File: src/rtl/tone_sweep_ctrl.sv
// Step-word sweep controller for an NCO: issues start..stop in step_incr
// increments over an AXI-Stream-style handshake, holding each step for a
// programmable dwell, with optional looping, abort and config checking.
module tone_sweep_ctrl #(
  parameter int ACC_WIDTH   = 32,
  parameter int DWELL_WIDTH = 24,
  parameter int CNT_WIDTH   = 16
) (
  input  logic                   aclk,
  input  logic                   rst,
  input  logic                   start,
  input  logic                   abort,
  input  logic                   loop_en,
  input  logic [ACC_WIDTH-1:0]   start_step,
  input  logic [ACC_WIDTH-1:0]   stop_step,
  input  logic [ACC_WIDTH-1:0]   step_incr,
  input  logic [DWELL_WIDTH-1:0] dwell_cycles,
  output logic [ACC_WIDTH-1:0]   m_axis_step_tdata,
  output logic                   m_axis_step_tvalid,
  input  logic                   m_axis_step_tready,
  output logic                   busy,
  output logic                   done,
  output logic                   cfg_err,
  output logic [CNT_WIDTH-1:0]   step_count
);

  typedef enum logic [1:0] {
    IDLE  = 2'd0,
    ISSUE = 2'd1,
    DWELL = 2'd2,
    DONE  = 2'd3
  } state_t;

  localparam logic [CNT_WIDTH-1:0]   CNT_ONE   = CNT_WIDTH'(1);
  localparam logic [DWELL_WIDTH-1:0] DWELL_ONE = DWELL_WIDTH'(1);

  state_t                 state_q, state_d;
  logic [ACC_WIDTH-1:0]   cur_step_q, cur_step_d;
  logic [ACC_WIDTH-1:0]   first_q, first_d;
  logic [ACC_WIDTH-1:0]   last_q, last_d;
  logic [ACC_WIDTH-1:0]   incr_q, incr_d;
  logic [DWELL_WIDTH-1:0] dwell_len_q, dwell_len_d;
  logic                   loop_q, loop_d;
  logic [DWELL_WIDTH-1:0] dwell_cnt_q, dwell_cnt_d;
  logic [CNT_WIDTH-1:0]   count_q, count_d;
  logic                   cfg_err_q, cfg_err_d;

  // One extra bit so a wrap past all-ones is seen as a carry, not a small step.
  logic [ACC_WIDTH:0]     next_sum;
  logic                   handshake;
  logic [CNT_WIDTH-1:0]   count_inc;
  logic [DWELL_WIDTH-1:0] dwell_load;
  logic                   cfg_ok;

  assign next_sum   = {1'b0, cur_step_q} + {1'b0, incr_q};
  assign handshake  = (state_q == ISSUE) && m_axis_step_tready;
  assign count_inc  = (count_q == '1) ? count_q : count_q + CNT_ONE;
  // A zero dwell is treated as one so every step is held at least a cycle.
  assign dwell_load = (dwell_len_q == '0) ? DWELL_ONE : dwell_len_q;
  assign cfg_ok     = (step_incr != '0) && (start_step <= stop_step);

  // Next-state logic: abort wins over everything except reset.
  always_comb begin
    state_d     = state_q;
    cur_step_d  = cur_step_q;
    first_d     = first_q;
    last_d      = last_q;
    incr_d      = incr_q;
    dwell_len_d = dwell_len_q;
    loop_d      = loop_q;
    dwell_cnt_d = dwell_cnt_q;
    count_d     = count_q;
    cfg_err_d   = 1'b0;

    if (abort) begin
      state_d = IDLE;
      // A handshake in the abort cycle was seen by the NCO, so count it.
      if (handshake) count_d = count_inc;
    end else begin
      unique case (state_q)
        IDLE: begin
          if (start) begin
            if (cfg_ok) begin
              first_d     = start_step;
              last_d      = stop_step;
              incr_d      = step_incr;
              dwell_len_d = dwell_cycles;
              loop_d      = loop_en;
              cur_step_d  = start_step;
              count_d     = '0;
              state_d     = ISSUE;
            end else begin
              cfg_err_d = 1'b1;
            end
          end
        end
        ISSUE: begin
          if (m_axis_step_tready) begin
            count_d     = count_inc;
            dwell_cnt_d = dwell_load;
            state_d     = DWELL;
          end
        end
        DWELL: begin
          if (dwell_cnt_q <= DWELL_ONE) begin
            dwell_cnt_d = '0;
            if (!next_sum[ACC_WIDTH] && (next_sum[ACC_WIDTH-1:0] <= last_q)) begin
              cur_step_d = next_sum[ACC_WIDTH-1:0];
              state_d    = ISSUE;
            end else if (loop_q) begin
              cur_step_d = first_q;
              state_d    = ISSUE;
            end else begin
              state_d = DONE;
            end
          end else begin
            dwell_cnt_d = dwell_cnt_q - DWELL_ONE;
          end
        end
        DONE: begin
          state_d = IDLE;
        end
        default: begin
          state_d = IDLE;
        end
      endcase
    end
  end

  // State and datapath registers with synchronous reset.
  always_ff @(posedge aclk) begin
    if (rst) begin
      state_q     <= IDLE;
      cur_step_q  <= '0;
      first_q     <= '0;
      last_q      <= '0;
      incr_q      <= '0;
      dwell_len_q <= '0;
      loop_q      <= 1'b0;
      dwell_cnt_q <= '0;
      count_q     <= '0;
      cfg_err_q   <= 1'b0;
    end else begin
      state_q     <= state_d;
      cur_step_q  <= cur_step_d;
      first_q     <= first_d;
      last_q      <= last_d;
      incr_q      <= incr_d;
      dwell_len_q <= dwell_len_d;
      loop_q      <= loop_d;
      dwell_cnt_q <= dwell_cnt_d;
      count_q     <= count_d;
      cfg_err_q   <= cfg_err_d;
    end
  end

  assign m_axis_step_tdata  = cur_step_q;
  assign m_axis_step_tvalid = (state_q == ISSUE);
  assign busy               = (state_q != IDLE);
  assign done               = (state_q == DONE);
  assign cfg_err            = cfg_err_q;
  assign step_count         = count_q;

endmodule

File: config.mk
export PLATFORM = sky130hd
export DESIGN_NAME = tone_sweep_ctrl
export DESIGN_NICKNAME = d
export VERILOG_FILES = /design/src/rtl/tone_sweep_ctrl.sv
export SDC_FILE = /design/constraint.sdc
export NUM_CORES = 1
export LEC_CHECK = 0
export ABC_CLOCK_PERIOD_IN_PS = 11900
export BUFFER_PORTS_ARGS = -buffer_cell sky130_fd_sc_hd__buf_2
export CAP_MARGIN = 20
export CORE_ASPECT_RATIO = 2
export CORE_MARGIN = 2
export CORE_UTILIZATION = 45
export DETAILED_ROUTE_END_ITERATION = 8
export PLACE_DENSITY = 0.64
export SETUP_SLACK_MARGIN = 0.05
export SYNTH_ARGS = -nofsm -noshare
export SYNTH_HDL_FRONTEND = slang
export SYNTH_SLANG_ARGS = --single-unit
File: constraint.sdc
create_clock -name aclk -period 11.9 [get_ports aclk]
set_clock_uncertainty 0.2 [all_clocks]
set_input_delay 2.38 -clock aclk [delete_from_list [all_inputs] [get_ports aclk]]
set_output_delay 2.38 -clock aclk [all_outputs]
set_load 0.005 [all_outputs]
==> results of run 1 <==
[per-stage QoR]
step	instances	hold slack (ps)	power (W)
floorplan	1570	236.0	0.0009931
global placement	2011	241.6	0.001130
detailed placement	2011	246.3	0.001137
CTS	2042	256.0	0.001733
global route	2048	275.3	0.001798
finish	2049	254.9	0.001724
[power groups by stage]
stage,Sequential [W],Clock (W),Combinational [W]
after floorplan,0.000713,0,0.000280
after CTS,0.000708,0.000609,0.000416
after global placement,0.000722,0,0.000407
after detailed placement,0.000723,0,0.000414
final,0.000708,0.000598,0.000417
after global routing,0.000710,0.000632,0.000457
[worst register-to-register path, delay by kind of cell, from the launching register on]
kind                     cells  cell delay (ps)
adder cells (fa/ha/maj)      3              930
AND/OR/NAND/NOR              5             2000
XOR/XNOR                     1              220
buffers and inverters        3              460
AO/OA/AOI/OAI                9             2560
flip-flops                   1              360
[state kept, by name, indices dropped and copies added, names as in the netlist]
register and flops:
state_q 2, cfg_err 1, incr_q 32, step_count 16, dwell_cnt_q 24, dwell_len_q 24, m_axis_step_tdata 32, last_q 32
first_q 32, loop_q 1
[cell type report]
type | count | area share
antenna | 7 | 0.001305
clock buffer | 24 | 0.03738
clock inverter | 7 | 0.007085
inverter | 100 | 0.02797
multi-input combinational | 1190 | 0.5313
sequential | 196 | 0.2923
tap | 340 | 0.03170
timing repair buffer | 185 | 0.07094
[cells in the mapped netlist, drive strengths merged, types with 7 or more instances]
cell / number
a211o: 24
a211oi: 15
a21o: 13
a21oi: 230
a22oi: 11
a311oi: 8
a31oi: 8
a32o: 7
clkbuf: 79
dfxtp: 196
ha: 103
inv: 100
mux2i: 26
nand2: 338
nand2b: 11
nand3: 19
nand4: 18
nor2: 100
nor2b: 11
nor3: 23
nor4: 25
o211ai: 13
o21ai: 63
o2bb2ai: 8
or2: 7
xnor2: 17
xor2: 14
[worst max-delay path by stage]
stage / start / end / slack, ps
5_1_grt: m_axis_step_tdata[0] / m_axis_step_tdata[30] / 4680
4_1_cts: m_axis_step_tdata[0] / m_axis_step_tdata[26] / 5180
3_3_place_gp: m_axis_step_tdata[0] / m_axis_step_tdata[30] / 5190
2_1_floorplan: m_axis_step_tdata[0] / m_axis_step_tdata[23] / 6240
6_report: m_axis_step_tdata[0] / m_axis_step_tdata[30] / 5110
3_5_place_dp: m_axis_step_tdata[0] / m_axis_step_tdata[26] / 5240
[logic make-up after synthesis]
kind of cell | synth area share
AO/OA/AOI/OAI | 0.2351
XOR/XNOR | 0.02315
adder cells (fa/ha/maj) | 0.1116
buffers and inverters | 0.05910
flip-flops | 0.3345
multiplexers | 0.02219
AND/OR/NAND/NOR | 0.2143
[routing by layer]
layer,track usage,part of all wire
met5,0,0
met4,0.2402,0.088
met3,0.04298,0.034
met2,0.5611,0.55
met1,0.2590,0.33
==> flow_summary.rst, run 1 <==
.. list-table::
   :header-rows: 1

   * - Metric
     - Value
   * - Run status
     - completed
   * - Cell area after technology mapping
     - 11730 um^2
   * - Slowest cell on crit path
     - sky130_fd_sc_hd__or4_1
   * - Proportion of layout cells with a drive suffix above 1
     - 0.1363
   * - Detailed-route wire length per cell
     - 19.57 um
   * - Worst min-delay path category
     - flip-flop to flip-flop
   * - Antenna viol nets, final
     - 0
   * - Clock period minus worst slack
     - 6792 ps
   * - Leftover overflow at the end of global routing
     - 0
   * - Placed Area
     - 12810 um^2
   * - R2r worst-path depth
     - 21
   * - Area Overhead vs Synth
     - 14.43%
   * - Final cell utilization of the core
     - 0.5232
   * - Vertical extent of the die
     - 232.3 um
   * - Number of cells upsized or downsized after cts
     - 0
   * - Worst Setup Path Type
     - flip-flop to flip-flop
   * - Sum of routed wire length over all layers
     - 40090 um
   * - DP HPWL
     - 30440 um
   * - Hold Crit Depth
     - 2
   * - Unrepaired setup endpoints after global routing
     - false
   * - Buffers on Ports
     - 177
   * - Required time of the worst setup path
     - 12100 ps
   * - Static leakage
     - 5.675 nW
   * - Fin. Hold Viols
     - 0
   * - Worst Path Arrival
     - 6990 ps
   * - Top-level port count
     - 178
   * - Bufs on Longest Clock Path
     - 2
   * - Area fraction of the dominant cell type after synthesis
     - 0.3345
   * - Number of storage elements in the synthesis netlist
     - 196
   * - Main area contributors after synthesis
     - sky130_fd_sc_hd__dfxtp_1 (33%), sky130_fd_sc_hd__ha_1 (11%), sky130_fd_sc_hd__nand2_1 (11%)
   * - Synthesized area per cell
     - 7.471 um^2
   * - Period utilization
     - 0.5707
   * - Number of standard cells after synthesis
     - 1570
   * - Worst-skew pair later-pin latency
     - 460 ps
   * - Proportion of total power due to net switching
     - 0.3183
   * - Net switching power figure
     - 0.0005487 W
   * - Cell breakdown of the critical path
     - ha_1 -> inv_1 -> fa_1 -> nand2b_1 -> a21oi_1 -> o21ai_0 -> a21oi_1 -> a21oi_1 -> o41ai_1 -> xnor2_1 -> inv_1 -> ha_1 -> nand4_1 -> or4_1 -> or4_1 -> o211a_1 -> a211o_2 -> a2111o_1 -> buf_4 -> nor2_1 -> a32o_1
   * - Post-detailed-route DRC marker count
     - 0
   * - Number of synthesis warnings
     - 0
   * - Mapped Nets
     - 1800
   * - Post-layout nets
     - 1920
   * - Top cell by count, worst path
     - sky130_fd_sc_hd__a21oi_1
   * - Dominant register cell in the synthesized netlist
     - sky130_fd_sc_hd__dfxtp_1
   * - Max Transition Viols Final
     - 0
   * - Sequential element share of the synthesized area
     - 0.3345
   * - Worst flop-to-flop path endpoint
     - m_axis_step_tdata[30]
   * - Clk pwr share
     - 0.347
   * - Sink count of the clock tree
     - 196
   * - Buffer and inverter count on the worst path
     - 3
   * - Unique masters post-synth
     - 61
   * - Transition time of the tightest slew-check pin
     - 919.4 ps
   * - Number of iterations in the first detailed-routing pass
     - 5
   * - H-tree depth
     - 4
   * - Clock tree from TritonCTS
     - done
   * - Routability congestion estimate
     - 0.9521
   * - Total via count after detailed routing
     - 11739
   * - Place WS
     - 5240 ps
   * - Critical path launch point type
     - flip-flop
   * - Vias in the first global route
     - 11390
   * - Largest delay share family, worst path
     - compound AO/OA/AOI/OAI gates
   * - Max-Slew Margin vs Limit
     - 0.3871
   * - Area used by sequential logic in the layout
     - 3924 um^2
   * - Root buffer cell
     - sky130_fd_sc_hd__clkbuf_16
   * - IR Drop Worst-Case VDD
     - 0.0001201 V
   * - Die area
     - 27450 um^2
   * - Initial antenna violation count
     - 6
   * - Number of synthesized flops with an enable pin
     - 0
   * - Pin count of the biggest net entering global routing
     - 116
   * - Launch point of the worst hold path
     - last_q[15]
   * - Critical Path End Type
     - flip-flop
   * - Combined global-route utilization of all metal layers
     - 0.2901
   * - WHS Endpoint
     - last_q[15]
   * - Multi-input combinational cell area
     - 7131 um^2
   * - Cell type with the largest total area after synthesis
     - sky130_fd_sc_hd__dfxtp_1
   * - Maximum fanout along the worst path
     - 51
   * - Sequential Power Share
     - 0.411
   * - Max-cap violations
     - 0
   * - Final setup margin
     - 5108 ps
   * - Register-to-register setup slack
     - 5110 ps
   * - Count of fill cells added during filler insertion
     - 2675
   * - Commonest non-fill, non-tap cells in the layout
     - sky130_fd_sc_hd__nand2_1 (337), sky130_fd_sc_hd__a21oi_1 (230), sky130_fd_sc_hd__dfxtp_1 (196), sky130_fd_sc_hd__buf_2 (176), sky130_fd_sc_hd__ha_1 (102)
   * - Cell area after layout
     - 13420 um^2
   * - Initial DRC count
     - 629
   * - Core outline area
     - 25650 um^2
   * - DR vias/cell
     - 5.729
   * - Cell-internal power
     - 0.001175 W
   * - Site row count
     - 83
   * - Top achievable clock speed
     - 0.1472 GHz
   * - Num CTS Buffers
     - 17
   * - Cell depth of the worst setup path
     - 21
   * - Clock-pin slew of the registers on the worst-case setup and hold paths
     - 70 ps
   * - Number of setup buffers added after CTS
     - 0
   * - Effective utilization at floorplan
     - 0.4572
   * - CTS Hold Bufs
     - 0
   * - Combinational Power Share
     - 0.242
   * - Setup violation total in the final timing report
     - 0
   * - Horizontal die dimension
     - 118.2 um
   * - Global-route wire length before repair
     - 60980 um
   * - Pwr/cell area
     - 128.4 nW/um^2
   * - FF-to-FF Start
     - m_axis_step_tdata[0]
   * - Fraction of synthesis flops using an asynchronous set or reset pin
     - 0
   * - Setup TNS Final
     - 0 ps
   * - Most common cell after layout, fill and taps aside
     - sky130_fd_sc_hd__nand2_1
   * - Delay contributed by the slowest stage of the critical path
     - 630 ps
No activity file was read; power rests on OpenSTA's default activity.
==> run 2: changes to the inputs <==
- ABC_CLOCK_PERIOD_IN_PS: 11900 -> 6200
- PLACE_DENSITY: 0.64 -> 0.67
- clock period: 11.9 -> 6.2 ns (I/O delays scaled with it)
==> flow_summary.rst, run 2 (synthesized netlist as in run 1, its figures left out) <==
.. list-table::
   :header-rows: 1

   * - Metric
     - Value
   * - Count of fill cells added during filler insertion
     - 2540 (-5.0%)
   * - Max Transition Viols Final
     - 0 (unchanged)
   * - Met3 usage
     - 0.04641 (+0.003438)
   * - Period utilization
     - 0.9713 (+0.4006)
   * - Final setup margin
     - 177.9 ps (-4930 ps)
   * - Vias in the first global route
     - 11522 (+1.2%)
   * - Place WS
     - -34.61 ps (-5275 ps)
   * - Sequential Power Share
     - 0.398 (-0.013)
   * - Root buffer cell
     - sky130_fd_sc_hd__clkbuf_16
   * - Critical path launch point type
     - flip-flop
   * - Leftover overflow at the end of global routing
     - 0 (unchanged)
   * - Cell-internal power
     - 0.002357 W (+100%)
   * - Required time of the worst setup path
     - 6360 ps (-5740 ps)
   * - Routability congestion estimate
     - 0.9521 (unchanged)
   * - Effective utilization at floorplan
     - 0.4572 (unchanged)
   * - Net switching power figure
     - 0.001050 W (+91%)
   * - Antenna viol nets, final
     - 0 (unchanged)
   * - Worst-skew pair later-pin latency
     - 460 ps (about the same)
   * - Sum of routed wire length over all layers
     - 36720 um (-8.4%)
   * - Unrepaired setup endpoints after global routing
     - false
   * - Setup violation total in the final timing report
     - 0 (unchanged)
   * - H-tree depth
     - 4 (unchanged)
   * - DP HPWL
     - 27300 um (-10%)
   * - Max-cap violations
     - 0 (unchanged)
   * - Proportion of total power due to net switching
     - 0.3081 (-0.01020)
   * - Global-route wire length before repair
     - 56930 um (-6.7%)
   * - Most common cell after layout, fill and taps aside
     - sky130_fd_sc_hd__nand2_1
   * - Worst min-delay path category
     - flip-flop to flip-flop
   * - Pin count of the biggest net entering global routing
     - 95 (-18%)
   * - Top-level port count
     - 178 (unchanged)
   * - Clk pwr share
     - 0.364 (+0.017)
   * - Initial DRC count
     - 625 (-0.64%)
   * - Area Overhead vs Synth
     - 17.27%
   * - Post-layout nets
     - 1939 (+0.99%)
   * - Proportion of layout cells with a drive suffix above 1
     - 0.1574 (+0.02106)
   * - Detailed-route wire length per cell
     - 17.80 um (-9.0%)
   * - Buffers on Ports
     - 177 (unchanged)
   * - Pwr/cell area
     - 247.7 nW/um^2 (+93%)
   * - GR Util met2
     - 0.4935 (-0.06756)
   * - Clock period minus worst slack
     - 6022 ps (-769.6 ps)
   * - Combinational Power Share
     - 0.238 (-0.004)
   * - Worst Setup Path Type
     - flip-flop to flip-flop
   * - Sink count of the clock tree
     - 196 (unchanged)
   * - Post-detailed-route DRC marker count
     - 0 (unchanged)
   * - Critical Path End Type
     - flip-flop
   * - Max-Slew Margin vs Limit
     - 0.4161 (+0.02901)
   * - DR vias/cell
     - 5.685 (-0.77%)
   * - Worst Path Arrival
     - 6180 ps (-810 ps)
   * - Global-route track usage on met1
     - 0.2708 (+0.01178)
   * - Top achievable clock speed
     - 0.1661 GHz (+13%)
   * - Top Usage Layer GRT
     - met2
   * - Num CTS Buffers
     - 17 (unchanged)
   * - Run status
     - completed
   * - Transition time of the tightest slew-check pin
     - 867.9 ps (-51.51 ps)
   * - Vertical extent of the die
     - 232.3 um (unchanged)
   * - Horizontal die dimension
     - 118.2 um (unchanged)
   * - Clock tree from TritonCTS
     - done
   * - Die area
     - 27450 um^2 (unchanged)
   * - Commonest non-fill, non-tap cells in the layout
     - sky130_fd_sc_hd__nand2_1 (336), sky130_fd_sc_hd__a21oi_1 (226), sky130_fd_sc_hd__dfxtp_1 (196), sky130_fd_sc_hd__buf_2 (176), sky130_fd_sc_hd__inv_1 (100)
   * - Static leakage
     - 5.804 nW (+2.3%)
   * - Core outline area
     - 25650 um^2 (unchanged)
   * - IR Drop Worst-Case VDD
     - 0.0002058 V (+71%)
   * - Combined global-route utilization of all metal layers
     - 0.2611 (-0.02898)
   * - Bufs on Longest Clock Path
     - 2 (unchanged)
   * - Setup TNS Final
     - 0 ps (unchanged)
   * - Site row count
     - 83 (unchanged)
   * - Number of iterations in the first detailed-routing pass
     - 5 (unchanged)
   * - Initial antenna violation count
     - 0 (-6)
   * - Clock-pin slew of the registers on the worst-case setup and hold paths
     - 70 ps (about the same)
   * - Maximum fanout along the worst path
     - 20 (-61%)
   * - Total via count after detailed routing
     - 11728 (-0.094%)
   * - Fin. Hold Viols
     - 0 (unchanged)
==> run 2: cell count changes in the layout (fill, tap and decap cells not counted), moves of 4 or more <==
cell,before,now
sky130_fd_sc_hd__ha_1,102,97
sky130_fd_sc_hd__diode_2,7,1
sky130_fd_sc_hd__a21oi_2,0,4
sky130_fd_sc_hd__a21oi_1,230,226
sky130_fd_sc_hd__clkbuf_8,5,1
sky130_fd_sc_hd__buf_4,8,22
==> run 2: worst paths after layout <==
| kind | end | startpoint | slack, ps | cells past startpoint |
|---|---|---|---|---|
| setup / recovery | m_axis_step_tdata[1] | m_axis_step_tdata[6] | 180 | 20 |
| hold / removal | last_q[4] | last_q[4] | 260 | 2 |
| setup reg to reg | m_axis_step_tdata[1] | m_axis_step_tdata[6] | 180 | 20 |
| hold reg to reg | last_q[4] | last_q[4] | 260 | 2 |
==> run 2: metrics by stage <==
stage	hold slack (ps)	utilization	total power, W	area [um^2]	std cells
2_1_floorplan	236.0	-	0.001906	11730	1570
3_3_place_gp	243.4	0.5040	0.002148	12930	2022
3_5_place_dp	246.5	0.5040	0.002164	12930	2022
4_1_cts	256.2	0.5297	0.003396	13590	2054
5_1_grt	269.2	0.5361	0.003553	13750	2062
6_report	257.1	0.5362	0.003407	13750	2063
==> run 2: critical path: stages, from the launching register on <==
cell and delay [ps]:
sky130_fd_sc_hd__dfxtp_1 360, sky130_fd_sc_hd__ha_2 400, sky130_fd_sc_hd__a21o_1 180, sky130_fd_sc_hd__a211oi_2 70, sky130_fd_sc_hd__o31a_1 350, sky130_fd_sc_hd__buf_4 180, sky130_fd_sc_hd__nand2b_1 190, sky130_fd_sc_hd__a311oi_2 280
sky130_fd_sc_hd__buf_4 180, sky130_fd_sc_hd__mux2i_2 270, sky130_fd_sc_hd__nand2_1 140, sky130_fd_sc_hd__ha_1 340, sky130_fd_sc_hd__nand4_1 120, sky130_fd_sc_hd__or4_1 540, sky130_fd_sc_hd__or4_1 480, sky130_fd_sc_hd__o211a_1 140
sky130_fd_sc_hd__a211o_2 340, sky130_fd_sc_hd__a2111o_2 590, sky130_fd_sc_hd__buf_4 200, sky130_fd_sc_hd__clkbuf_16 180, sky130_fd_sc_hd__o21a_1 190
==> run 2: what timing repair did <==
action / 4_1_cts / 5_1_grt
setup endpoints to repair: 27 / 33
hold buffers: 0 / 0
resized for setup: 3 / 19
pin swaps: 0 / 5
setup buffers: 0 / 6
cloned: 0 / 2
==> run 2: layout make-up <==
class / count / area (um^2) / share of cell area
Multi-Input combinational cell: 1191 / 7237 / 0.5262
Clock inverter: 13 / 205.2 / 0.01492
Sequential cell: 196 / 3924 / 0.2853
Tap cell: 340 / 425.4 / 0.03093
Inverter: 100 / 375.4 / 0.02729
Clock buffer: 19 / 442.9 / 0.03220
Timing Repair Buffer: 203 / 1142 / 0.08305
Antenna cell: 1 / 2.502 / 0.0001819
==> run 2: metal layers <==
metal	part of all wire	up-vias
met5	0	-
met4	0.044	0
met3	0.047	90
met2	0.53	325
met1	0.38	5525
li1	-	5788
==> run 2: power by group through the flow <==
| stage | combinational (W) | clock (W) | sequential (W) |
|---|---|---|---|
| final | 0.000811 | 0.00124 | 0.00136 |
| after global routing | 0.000889 | 0.00130 | 0.00136 |
| after CTS | 0.000788 | 0.00125 | 0.00135 |
| after detailed placement | 0.000781 | 0 | 0.00138 |
| after global placement | 0.000766 | 0 | 0.00138 |
| after floorplan | 0.000538 | 0 | 0.00137 |
